<file path="src/rtl/config_word_loader.sv">
// Serial-to-parallel config loader: shifts cfg_bit MSB-first into words and writes word i
// through a one-hot wr_sel strobe. Optional per-word even parity under CFG_PARITY_EN.
module config_word_loader #(
  parameter int unsigned N_WORDS = 4,
  parameter int unsigned WORD_W  = 8,
  parameter int unsigned ADDR_W  = (N_WORDS > 1) ? $clog2(N_WORDS) : 1
) (
  input  logic               clk,
  input  logic               rst_n,
  input  logic               start,
  input  logic               cfg_bit,
  input  logic               cfg_valid,
  output logic               cfg_ready,
  output logic [WORD_W-1:0]  wr_data,
  output logic [N_WORDS-1:0] wr_sel,
  output logic               wr_en,
  output logic               busy,
  output logic               done,
  output logic               err
);

`ifdef CFG_PARITY_EN
  localparam int unsigned ShiftW = WORD_W + 1;
`else
  localparam int unsigned ShiftW = WORD_W;
`endif
  localparam int unsigned CntW = $clog2(ShiftW);

  typedef enum logic [1:0] {StIdle, StShift, StWrite, StDone} state_e;

  state_e              state_q, state_d;
  logic [ShiftW-1:0]   shift_q, shift_d;
  logic [CntW-1:0]     bit_cnt_q, bit_cnt_d;
  logic [ADDR_W-1:0]   word_idx_q, word_idx_d;
  logic                word_ok;

`ifdef CFG_PARITY_EN
  logic err_q, err_d;
  // Word plus its trailing parity bit must XOR to zero.
  assign word_ok = ~(^shift_q);
  assign err     = err_q;
`else
  assign word_ok = 1'b1;
  assign err     = 1'b0;
`endif

  assign wr_data = shift_q[ShiftW-1 -: WORD_W];
  assign busy    = (state_q == StShift) || (state_q == StWrite);
  assign done    = (state_q == StDone);

  always_comb begin
    state_d    = state_q;
    shift_d    = shift_q;
    bit_cnt_d  = bit_cnt_q;
    word_idx_d = word_idx_q;
`ifdef CFG_PARITY_EN
    err_d      = err_q;
`endif
    cfg_ready  = 1'b0;
    wr_en      = 1'b0;
    wr_sel     = '0;
    unique case (state_q)
      StIdle, StDone: begin
        if (start) begin
          state_d    = StShift;
          bit_cnt_d  = '0;
          word_idx_d = '0;
`ifdef CFG_PARITY_EN
          err_d      = 1'b0;
`endif
        end
      end
      StShift: begin
        cfg_ready = 1'b1;
        if (cfg_valid) begin
          shift_d = {shift_q[ShiftW-2:0], cfg_bit};
          if (bit_cnt_q == CntW'(ShiftW - 1)) begin
            bit_cnt_d = '0;
            state_d   = StWrite;
          end else begin
            bit_cnt_d = bit_cnt_q + 1'b1;
          end
        end
      end
      StWrite: begin
        wr_en = word_ok;
        if (word_ok) begin
          wr_sel = N_WORDS'(1) << word_idx_q;
        end
`ifdef CFG_PARITY_EN
        if (!word_ok) begin
          err_d = 1'b1;
        end
`endif
        word_idx_d = word_idx_q + 1'b1;
        state_d    = (word_idx_q == ADDR_W'(N_WORDS - 1)) ? StDone : StShift;
      end
      default: state_d = StIdle;
    endcase
  end

  always_ff @(posedge clk or negedge rst_n) begin
    if (!rst_n) begin
      state_q    <= StIdle;
      shift_q    <= '0;
      bit_cnt_q  <= '0;
      word_idx_q <= '0;
`ifdef CFG_PARITY_EN
      err_q      <= 1'b0;
`endif
    end else begin
      state_q    <= state_d;
      shift_q    <= shift_d;
      bit_cnt_q  <= bit_cnt_d;
      word_idx_q <= word_idx_d;
`ifdef CFG_PARITY_EN
      err_q      <= err_d;
`endif
    end
  end

endmodule

</file>
<file path="config.mk">
export PLATFORM = sky130hd
export DESIGN_NAME = config_word_loader
export DESIGN_NICKNAME = d
export VERILOG_FILES = /design/src/rtl/config_word_loader.sv
export SDC_FILE = /design/constraint.sdc
export NUM_CORES = 1
export LEC_CHECK = 0
export ABC_CLOCK_PERIOD_IN_PS = 1530
export CORE_ASPECT_RATIO = 1.1
export CORE_MARGIN = 5
export CORE_UTILIZATION = 40
export CTS_CLUSTER_SIZE = 16
export DETAILED_ROUTE_END_ITERATION = 6
export PLACE_DENSITY = 0.67
export SKIP_CTS_REPAIR_TIMING = 1
export SLEW_MARGIN = 40
export SYNTH_ARGS = -nofsm -noshare
export SYNTH_HDL_FRONTEND = slang
export SYNTH_SLANG_ARGS = --single-unit
</file>
<file path="constraint.sdc">
create_clock -name clk -period 1.53 [get_ports clk]
set_clock_uncertainty 0.15 [all_clocks]
set_input_delay 0.2295 -clock clk [delete_from_list [all_inputs] [get_ports clk]]
set_output_delay 0.2295 -clock clk [all_outputs]
set_load 0.005 [all_outputs]
</file>
* Word-level counts from Yosys, hierarchy flattened
Cells that the tools add are included.
** Storage, ports and cells
- Register bits after elaboration :: 15
- Input port bits :: 5
- Output and inout bits :: 17
- Logic and storage cells :: 38
** Operators by class
- Add/subtract/negate cells :: 2
- Equality and inequality tests :: 8
- Shifts and indexed selects :: 1
- Muxes and demuxes :: 14
- Reduce and logical (&&, ||, !) cells :: 9
** Operators by type and width (count)
- 2-bit two-way mux :: 5
- 3-bit two-way mux :: 3
- 2-bit == test (second input constant) :: 3
- 2-bit case mux with 3 select lines :: 1
- 3-bit case mux with 2 select lines :: 1
- 3-bit AND reduction :: 2
- 4-bit two-way mux :: 1
- 2-bit != test (second input constant) :: 2
- 2-bit case mux with 2 select lines :: 1
- 2-bit AND reduction :: 2
- 2-bit nonzero test :: 2
- 1-bit by 2-bit << shifter with 4-bit output (first input constant) :: 1
- 3-bit by 1-bit adder with 3-bit output (second input constant) :: 1
- 3-bit == test (second input constant) :: 1
- 2-bit by 1-bit adder with 2-bit output (second input constant) :: 1
- 2-bit by 1-bit == test with 1-bit output (second input constant) :: 1
- 2-bit zero test :: 1
- 1-bit two-way mux :: 2
- 2-bit by 1-bit != test with 1-bit output (second input constant) :: 1
- 2-bit OR reduction :: 1
- 1-bit logical OR :: 1

* Logic depth before layout (Yosys ltp)
Gate-level depths: netlist of the first run.
- Word-level depth :: 4
- Depth in mapped cells :: 6
- Mapped depth without buffers :: 5

* Worst setup path after synthesis of the first run
OpenSTA, ideal clock, no wires.
- Path type :: register -> register
- Start point :: register state_q[0]
- End point :: register state_q[1]
- Setup time :: 125 ps
- Arrival time :: 1389 ps
- Required time :: 1255 ps
- Path slack :: -134 ps
- Cell stages (with the launch flop) :: 6
- Buffers on the path :: 0
- Clock period less this slack :: 1664 ps
- Cell sequence :: dfrtp_1 > inv_1 > ha_1 > and2b_4 > a21oi_2 > mux2_4
** On the way
- Longest elaborated chain between the ends :: 4
- Elaborated cells on any way between the ends :: 10
- Those cells by class :: 6 x eq/ne; 1 x mux; 3 x reduce/logical
** RTL lines
- from (decl) :: RTL line 31 : state_e state_q, state_d;
- from (signal assigned) :: RTL line 104 : state_q <= StIdle;
- from (signal assigned) :: RTL line 112 : state_q <= state_d;
- 2-bit == test / 2-bit zero test (equally long branches) :: RTL line 62 : unique case (state_q)
- 2-bit OR reduction :: RTL line 62
- 2-bit != test (no line)
- 3-bit AND reduction (no line)
Several ways; a longest one is shown, not always the timed one.
A chain may end at the register's enable or synchronous reset.

* Worst setup path in the final report of the first run
- Start point :: register state_q[1]
- End point :: register state_q[1]
Same word-level chain as after synthesis.

==> results of run 1 <==
==> registers in the layout, summed over array words and instances, names as in the netlist <==
| name | flops |
|---|---|
| word_idx_q | 2 |
| bit_cnt_q | 3 |
| state_q | 2 |
| wr_data | 8 |
==> layout make-up <==
cell class | count | area share, %
Multi-Input combinational cell | 48 | 35.5
Inverter | 5 | 1.26
Tap cell | 28 | 2.36
Timing Repair Buffer | 54 | 33.7
Clock buffer | 3 | 1.52
Clock inverter | 1 | 0.337
Sequential cell | 15 | 25.4
==> final timing paths <==
path / startpoint / endpoint / slack [ps] / cells after the start
setup / recovery: state_q[1]$_DFFE_PN0P_ / state_q[1]$_DFFE_PN0P_ / -230 / 7
setup reg to reg: state_q[1]$_DFFE_PN0P_ / state_q[1]$_DFFE_PN0P_ / -230 / 7
max in group asynchronous: rst_n / state_q[1]$_DFFE_PN0P_ / 940 / 2
hold reg to reg: bit_cnt_q[1]$_DFFE_PN0P_ / bit_cnt_q[1]$_DFFE_PN0P_ / 390 / 1
min in group clk: bit_cnt_q[1]$_DFFE_PN0P_ / bit_cnt_q[1]$_DFFE_PN0P_ / 390 / 1
hold / removal: rst_n / wr_data[4]$_DFFE_PN0P_ / 80 / 2
==> kinds of logic after synthesis <==
logic type                 Yosys count
DFF                                 15
adders and majority gates            9
AOI/OAI and AO/OA                   11
xor gates and xnor gates             1
other                                1
and+or+nand+nor                     14
muxes                               12
buffers and inverters                7
==> cell usage after synthesis, types with 2 or more instances <==
master   instances  area share (%)
and2_1           3             2.2
mux2_2           8              10
ha_1             9              13
dfrtp_1         15              43
inv_1            5             2.2
nor2b_1          2             1.4
mux2_4           3             5.2
o21ai_0          3             1.7
==> report_power, final <==
group	total (mW)	leakage [nW]	internal [mW]	switching, mW
clock	0.235	0.0177	0.0972	0.138
combinational	2.02	0.618	1.31	0.703
sequential	0.700	0.184	0.579	0.121
total	2.95	0.820	1.99	0.963
==> routing by layer <==
| metal | GRT usage [%] | wire (µm) | vias up |
|---|---|---|---|
| met5 | 0 | 0 | - |
| met4 | 5.34 | 27 | 0 |
| met3 | 4.30 | 94 | 4 |
| li1 | - | - | 350 |
| met2 | 21.5 | 1070 | 17 |
| met1 | 14.7 | 834 | 355 |
==> run_results.csv, run 1 <==
group,metric,value,unit
power,p_leak,0.820,nW
synthesis,synthCells,70,
placed_design,dpl-instance-area,1250,µm²
worst_setup_path,cpPeakStageDelay,440,ps
floorplanning,core.rowCount,17,
cells_and_area,stdcell_count,154,
detailed_routing,vias,726,
cells_and_area,antenna_cells,0,
synthesis,syn_nets,84,
cells_and_area,final_area,1490,µm²
synthesis,ys.flop_type,"dfrtp_1",
clock_tree,cts_max_level,1,
detailed_routing,wl_per_cell,13.2,µm
sta,hold_ws,84.9,ps
synthesis,synthSimpleGateAreaFrac,11.5,%
floorplanning,die_h,58.9,µm
detailed_routing,wl,2030,µm
sta,rsz0062_at_grt,"true",
synthesis,yosysSeqAreaShare,43.2,%
detailed_routing,drtIter0Drc,9,
clock_tree,cts.sinks,15,
floorplanning,core,2040,µm²
synthesis,synth-async-reset-ratio,100,%
synthesis,synthXorXnorAreaFrac,1.01,%
cells_and_area,fillers,163,
detailed_routing,ant_nets,0,
placed_design,hpwl,1320,µm
placed_design,finalWeightedCongestion,0.671,
cells_and_area,final_nets,141,
clock_tree,clk_pin_slew,100,ps
floorplanning,die_area,3200,µm²
placed_design,io_buffer_count,20,
clock_tree,cts-root-buf,"clkbuf_4",
power,irDropWorstVdd,1.32,mV
sta,layout_setup_ws,-227,ps
sta,period_needed,1760,ps
worst_setup_path,setup.worst_path.class,"register to register",
sta,fin_crit_sh,115,%
global_route,grt_pass1_vias,717,
worst_setup_path,critPathMaxFanout,4,
outcome,status,"complete, but fails checks",
clock_tree,tritoncts,"done",
synthesis,synth.area.mux_share,16.7,%
worst_hold_path,worstHoldPathType,"input port to asynchronous set/reset pin",
sta,tns,-2260,ps
cells_and_area,synthToLayoutAreaGrowth,71.0,%
synthesis,ys_warn_count,0,
synthesis,synth_area_per_cell,12.4,µm²
cells_and_area,regArea,377,µm²
sta,max_freq,0.569,GHz
detailed_routing,vias_per_cell,4.71,
worst_setup_path,end_kind,"register",
sta,setup_viol,20,
synthesis,netlist_area,868,µm²
worst_setup_path,cp_cell_sequence,"buf_6, ha_4, buf_6, and2_4, buf_6, o21a_1, mux2_4",
clock_tree,cts_buffer_depth,2,
synthesis,synth_top_family_by_area,"multiplexers",
synthesis,ys_ff_latch,15,
synthesis,synth_edf_count,0,
placed_design,dp_cells,133,
flow_run,cap_violations,0,
global_route,antenna_found_initial,0,
floorplanning,start_util,42.5,%
cells_and_area,fin_util,72.7,%
detailed_routing,drt_pass1_iterations,2,
clock_tree,clk_latency,290,ps
synthesis,synth-adder-area-share,13.0,%
floorplanning,io_pins,22,
cells_and_area,mostFrequentLayoutCells,"buf_4, dfrtp_1, mux2_4, buf_6, dlymetal6s2s_1",
clock_tree,cts_buffers,3,
cells_and_area,multiInputGateArea,527,µm²
worst_setup_path,crit_arrival,1780,ps
detailed_routing,drc,0,
synthesis,synth_cell_types,30,
worst_setup_path,cp_slowest_cell,"dfrtp_2",
worst_setup_path,critPathRequiredTime,1550,ps
cells_and_area,drive_gt1_share,56.3,%
cells_and_area,final_common_cell,"buf_4",
global_route,grt_max_degree,16,
worst_setup_path,critPathTopFamily,"flip-flops",
outcome,violations,"setup timing",
sta,hold_viol_final,0,
global_route,grt_first_pass_wirelength,2990,µm
worst_setup_path,crit_buf_inv,3,
power,totalPowerFinal,2.95,mW
power,power_density,1990,nW/µm²
floorplanning,dieWidth,54.4,µm
global_route,gr-usage-all-layers,12.9,%
worst_setup_path,start_kind,"register",
placed_design,dp_slack,-157,ps
worst_setup_path,crit_path_frequent_cell,"buf_6",
sta,drv_slew,0,
global_route,overflow,0,
synthesis,synth_compound_area_share,9.37,%
No activity file was read; power rests on OpenSTA's default activity.
==> run 2: changes to the inputs <==
--- a/config.mk
+++ b/config.mk
@@ -5,13 +5,13 @@
 export SDC_FILE = /design/constraint.sdc
 export NUM_CORES = 1
 export LEC_CHECK = 0
-export ABC_CLOCK_PERIOD_IN_PS = 1530
+export ABC_CLOCK_PERIOD_IN_PS = 1900
 export CORE_ASPECT_RATIO = 1.1
 export CORE_MARGIN = 5
 export CORE_UTILIZATION = 40
 export CTS_CLUSTER_SIZE = 16
 export DETAILED_ROUTE_END_ITERATION = 6
-export PLACE_DENSITY = 0.67
+export PLACE_DENSITY = 0.64
 export SKIP_CTS_REPAIR_TIMING = 1
 export SLEW_MARGIN = 40
 export SYNTH_ARGS = -nofsm -noshare
==> constraint.sdc (replaced) <==
create_clock -name clk -period 1.9 [get_ports clk]
set_clock_uncertainty 0.15 [all_clocks]
set_input_delay 0.285 -clock clk [delete_from_list [all_inputs] [get_ports clk]]
set_output_delay 0.285 -clock clk [all_outputs]
set_load 0.005 [all_outputs]
==> run 2 against run 1 <==
  * Sequential cell count did not move
  * Hold slack better by 70 ps
  * Largest power group unchanged
  * Critical path type is now register to output pin
  * Clock power down 23%
  * The flow now finishes without violations
  * First-iteration DRC count fell by 67%
==> run_results.csv, run 2 (same netlist as run 1, synthesis figures left out) <==
group,metric,value,unit
outcome,status,"complete, no violations",
clock_tree,cts_max_level,1,
detailed_routing,ant_nets,0,
sta,layout_setup_ws,77.4,ps
floorplanning,io_pins,22,
detailed_routing,wl,1640,µm
placed_design,finalWeightedCongestion,0.689,
sta,hold_viol_final,0,
worst_setup_path,r2r-end,"bit_cnt_q[0]$_DFFE_PN0P_",
clock_tree,tritoncts,"done",
worst_setup_path,cp_cell_sequence,"buf_4, ha_1, and2_2, dlymetal6s2s_1",
global_route,overflow,0,
detailed_routing,drt_pass1_iterations,2,
floorplanning,die_area,3200,µm²
worst_setup_path,start_kind,"register",
worst_setup_path,cpPeakStageDelay,450,ps
detailed_routing,wl_per_cell,12.5,µm
flow_run,cap_violations,0,
clock_tree,cts.sinks,15,
cells_and_area,mostFrequentLayoutCells,"dfrtp_1, clkdlybuf4s50_1, buf_4, mux2_2, dlymetal6s2s_1",
worst_setup_path,critPathMaxFanout,6,
power,irDropWorstVdd,0.907,mV
detailed_routing,vias_per_cell,4.89,
clock_tree,cts_buffer_depth,2,
sta,fin_crit_sh,95.9,%
global_route,grt_max_degree,16,
sta,tns,0,ps
detailed_routing,vias,640,
power,seqPwrFrac,30.6,%
worst_setup_path,critPathRequiredTime,1460,ps
placed_design,dpl-instance-area,1120,µm²
power,switching_share,33.2,%
power,p_switching,634,µW
floorplanning,core.rowCount,17,
floorplanning,die_h,58.9,µm
placed_design,hpwl,1190,µm
cells_and_area,synthToLayoutAreaGrowth,42.7,%
worst_setup_path,end_kind,"output pin",
power,power_density,1540,nW/µm²
cells_and_area,fin_util,60.7,%
power,totalPowerFinal,1.91,mW
power,clockPowerShare,9.4,%
clock_tree,cts-root-buf,"clkbuf_4",
global_route,antenna_found_initial,0,
sta,hold_ws,155,ps
power,p_comb_share,60.0,%
cells_and_area,antenna_cells,0,
worst_setup_path,r2r_slack,100,ps
worst_setup_path,r2r_cells,6,
sta,max_freq,0.549,GHz
cells_and_area,drive_gt1_share,37.9,%
placed_design,dp_cells,121,
global_route,gr-usage-all-layers,11.4,%
cells_and_area,final_nets,118,
cells_and_area,largest_reg_flops,8,
floorplanning,dieWidth,54.4,µm
cells_and_area,final_area,1240,µm²
worst_setup_path,reg2reg_from,"state_q[0]$_DFFE_PN0P_",
sta,period_needed,1820,ps
floorplanning,core,2040,µm²
detailed_routing,drc,0,
worst_setup_path,setup.worst_path.class,"register to output pin",
power,p_leak,0.662,nW
worst_setup_path,cp_slowest_cell,"dfrtp_2",
cells_and_area,stdcell_count,131,
global_route,grt_pass1_vias,626,
clock_tree,clk_pin_slew,90,ps
placed_design,dp_slack,72.4,ps
worst_setup_path,crit_arrival,1390,ps
global_route,grt_first_pass_wirelength,2690,µm
clock_tree,clk_latency,280,ps
detailed_routing,drtIter0Drc,3,
sta,drv_slew,0,
floorplanning,start_util,42.5,%
worst_hold_path,worstHoldPathType,"input port to asynchronous set/reset pin",
placed_design,io_buffer_count,20,
sta,setup_viol,0,
clock_tree,cts_buffers,3,
power,internal_power,1.28,mW
[run 2: per-layer routing]
metal | up-vias | track usage [%] | wire length (µm)
met3 | 6 | 3.04 | 96
met4 | 0 | 7.47 | 40
met1 | 304 | 14.9 | 743
met5 | - | 0 | 0
li1 | 308 | - | -
met2 | 22 | 16.2 | 763
[run 2: layout make-up]
class                      count  area (µm²)
inverter                       5        18.8
clock buffer                   4        26.3
tap                           28        35.0
fill                         183         803
multi-input combinational     48         477
timing repair buffer          31         303
sequential                    15         379
[run 2: worst max-delay path by stage]
stage,endpoint,slack (ps),depth (start not counted),from
2_1_floorplan,state_q[1]$_DFFE_PN0P_,240,5,state_q[0]$_DFFE_PN0P_
3_3_place_gp,wr_sel[3],110,4,state_q[0]$_DFFE_PN0P_
3_5_place_dp,wr_sel[3],70,4,state_q[0]$_DFFE_PN0P_
4_1_cts,wr_sel[3],-270,4,state_q[0]$_DFFE_PN0P_
5_1_grt,wr_sel[3],-7,4,word_idx_q[0]$_DFFE_PN0P_
6_report,wr_sel[3],80,4,word_idx_q[0]$_DFFE_PN0P_
[run 2: power by group through the flow]
stage	Sequential (mW)	Combinational, mW	Clock, mW
floorplan	0.570	0.633	0
global placement	0.576	1.03	0
detailed placement	0.581	1.04	0
CTS	0.577	1.05	0.192
global route	0.605	1.27	0.206
finish	0.584	1.15	0.180
[run 2: critical path, delay by kind of cell (launching register included)]
kind	cells	cell delay [ps]
flip-flops	1	450
AND/OR/NAND/NOR	1	190
buffers and inverters	2	300
adder cells (fa/ha/maj)	1	170
==> run 3: changes to the inputs <==
--- a/config.mk
+++ b/config.mk
@@ -6,7 +6,7 @@
 export NUM_CORES = 1
 export LEC_CHECK = 0
 export ABC_CLOCK_PERIOD_IN_PS = 1900
-export CORE_ASPECT_RATIO = 1.1
+export CORE_ASPECT_RATIO = 1.2
 export CORE_MARGIN = 5
 export CORE_UTILIZATION = 40
 export CTS_CLUSTER_SIZE = 16
==> run 3 against run 2 <==
  * Sequential cell count stayed put
  * Register-to-register slack hardly changed
  * Sequential power is 2% lower
  * Die area hardly changed
  * Power is 3.1% higher
  * Critical path depth is 1 lower
  * Highest routed layer unchanged
  * Clock power is 7% higher
  * Hold slack better by 1.5 ps
  * Routed wire length is 4.4% higher
  * Non-clock buffer count is 3 higher
  * Global-route usage is 0.53 points higher
  * Final cell count is 3.8% higher
  * Critical path type unchanged
==> run_results.csv, run 3 (same netlist as run 1, synthesis figures left out) <==
group,metric,value,unit
outcome,status,"complete, no violations",
worst_setup_path,end_kind,"output pin",
worst_setup_path,start_kind,"register",
worst_setup_path,r2r_slack,90,ps
sta,hold_ws,156,ps
detailed_routing,vias_per_cell,4.56,
cells_and_area,final_nets,121,
floorplanning,core,2070,µm²
global_route,grt_pass1_vias,629,
global_route,grt_max_degree,16,
floorplanning,die_area,3210,µm²
floorplanning,core.rowCount,18,
cells_and_area,final_common_cell,"buf_4",
floorplanning,die_h,61.0,µm
cells_and_area,synthToLayoutAreaGrowth,45.7,%
global_route,gr-usage-all-layers,11.9,%
global_route,overflow,0,
detailed_routing,ant_nets,0,
power,irDropWorstVdd,0.877,mV
sta,fin_crit_sh,98.8,%
sta,max_freq,0.533,GHz
clock_tree,cts_buffer_depth,2,
cells_and_area,stdcell_count,136,
cells_and_area,largest_reg_flops,8,
floorplanning,dieWidth,52.5,µm
worst_setup_path,r2r-end,"bit_cnt_q[1]$_DFFE_PN0P_",
worst_setup_path,r2r_cells,6,
cells_and_area,final_area,1260,µm²
clock_tree,clk_pin_slew,100,ps
worst_setup_path,crit_arrival,1440,ps
sta,period_needed,1880,ps
detailed_routing,wl_per_cell,12.6,µm
detailed_routing,vias,620,
clock_tree,tritoncts,"done",
power,power_density,1560,nW/µm²
detailed_routing,wl,1720,µm
detailed_routing,drt_pass1_iterations,4,
placed_design,hpwl,1180,µm
placed_design,dpl-instance-area,1120,µm²
clock_tree,clk_latency,280,ps
clock_tree,cts-root-buf,"clkbuf_4",
worst_setup_path,reg2reg_from,"state_q[0]$_DFFE_PN0P_",
floorplanning,start_util,41.9,%
cells_and_area,mostFrequentLayoutCells,"buf_4, clkdlybuf4s50_1, dfrtp_1, mux2_2",
placed_design,io_buffer_count,20,
detailed_routing,drtIter0Drc,5,
sta,tns,0,ps
flow_run,cap_violations,0,
power,p_leak,0.666,nW
placed_design,dp_cells,123,
sta,hold_viol_final,0,
detailed_routing,drc,0,
placed_design,finalWeightedCongestion,0.747,
worst_setup_path,critPathRequiredTime,1460,ps
clock_tree,cts.sinks,15,
global_route,antenna_found_initial,0,
sta,setup_viol,0,
worst_hold_path,worstHoldPathType,"input port to asynchronous set/reset pin",
cells_and_area,fin_util,61.1,%
worst_setup_path,setup.worst_path.class,"register to output pin",
worst_setup_path,critPathMaxFanout,3,
global_route,grt_first_pass_wirelength,2790,µm
clock_tree,cts_buffers,3,
cells_and_area,antenna_cells,0,
floorplanning,io_pins,22,
clock_tree,cts_max_level,1,
cells_and_area,drive_gt1_share,39.6,%
sta,drv_slew,0,
[run 3: area by class of cell]
type | count | area [µm²]
fill | 180 | 807
multi-input combinational | 48 | 477
sequential | 15 | 379
timing repair buffer | 34 | 323
tap | 30 | 37.5
clock buffer | 3 | 22.5
inverter | 5 | 18.8
clock inverter | 1 | 7.51
[run 3: worst max-delay path, cell delays in order (launching register included)]
cell and delay (ps):
dfrtp_1 420, buf_4 150, ha_4 150, clkdlybuf4s50_1 430
[run 3: power by group]
group,leakage [nW],switching [mW],internal (mW)
clock,0.0139,0.112,0.0798
sequential,0.181,0.104,0.469
combinational,0.471,0.453,0.750
total,0.666,0.670,1.30
[run 3: how the worst max path moves through the flow]
| stage | start | end | depth (start not counted) |
|---|---|---|---|
| 6_report | state_q[0]$_DFFE_PN0P_ | cfg_ready | 3 |
| 5_1_grt | state_q[0]$_DFFE_PN0P_ | cfg_ready | 3 |
| 4_1_cts | state_q[0]$_DFFE_PN0P_ | busy | 4 |
| 3_5_place_dp | state_q[0]$_DFFE_PN0P_ | busy | 4 |
| 3_3_place_gp | state_q[0]$_DFFE_PN0P_ | wr_sel[3] | 4 |
| 2_1_floorplan | state_q[0]$_DFFE_PN0P_ | state_q[1]$_DFFE_PN0P_ | 5 |
[run 3: metal layers]
layer,vias up,wire length (µm),GRT usage (%)
li1,314,-,-
met1,295,708,14.1
met2,9,917,19.7
met3,2,71,3.15
met4,0,20,6.57
met5,-,0,0
[run 3: per-stage QoR]
step / power [mW] / setup slack, ps
2_1_floorplan: 1.20 / 236
3_3_place_gp: 1.61 / 81.3
3_5_place_dp: 1.63 / 79.6
4_1_cts: 1.83 / -255
5_1_grt: 2.15 / -8.83
6_report: 1.97 / 22.8
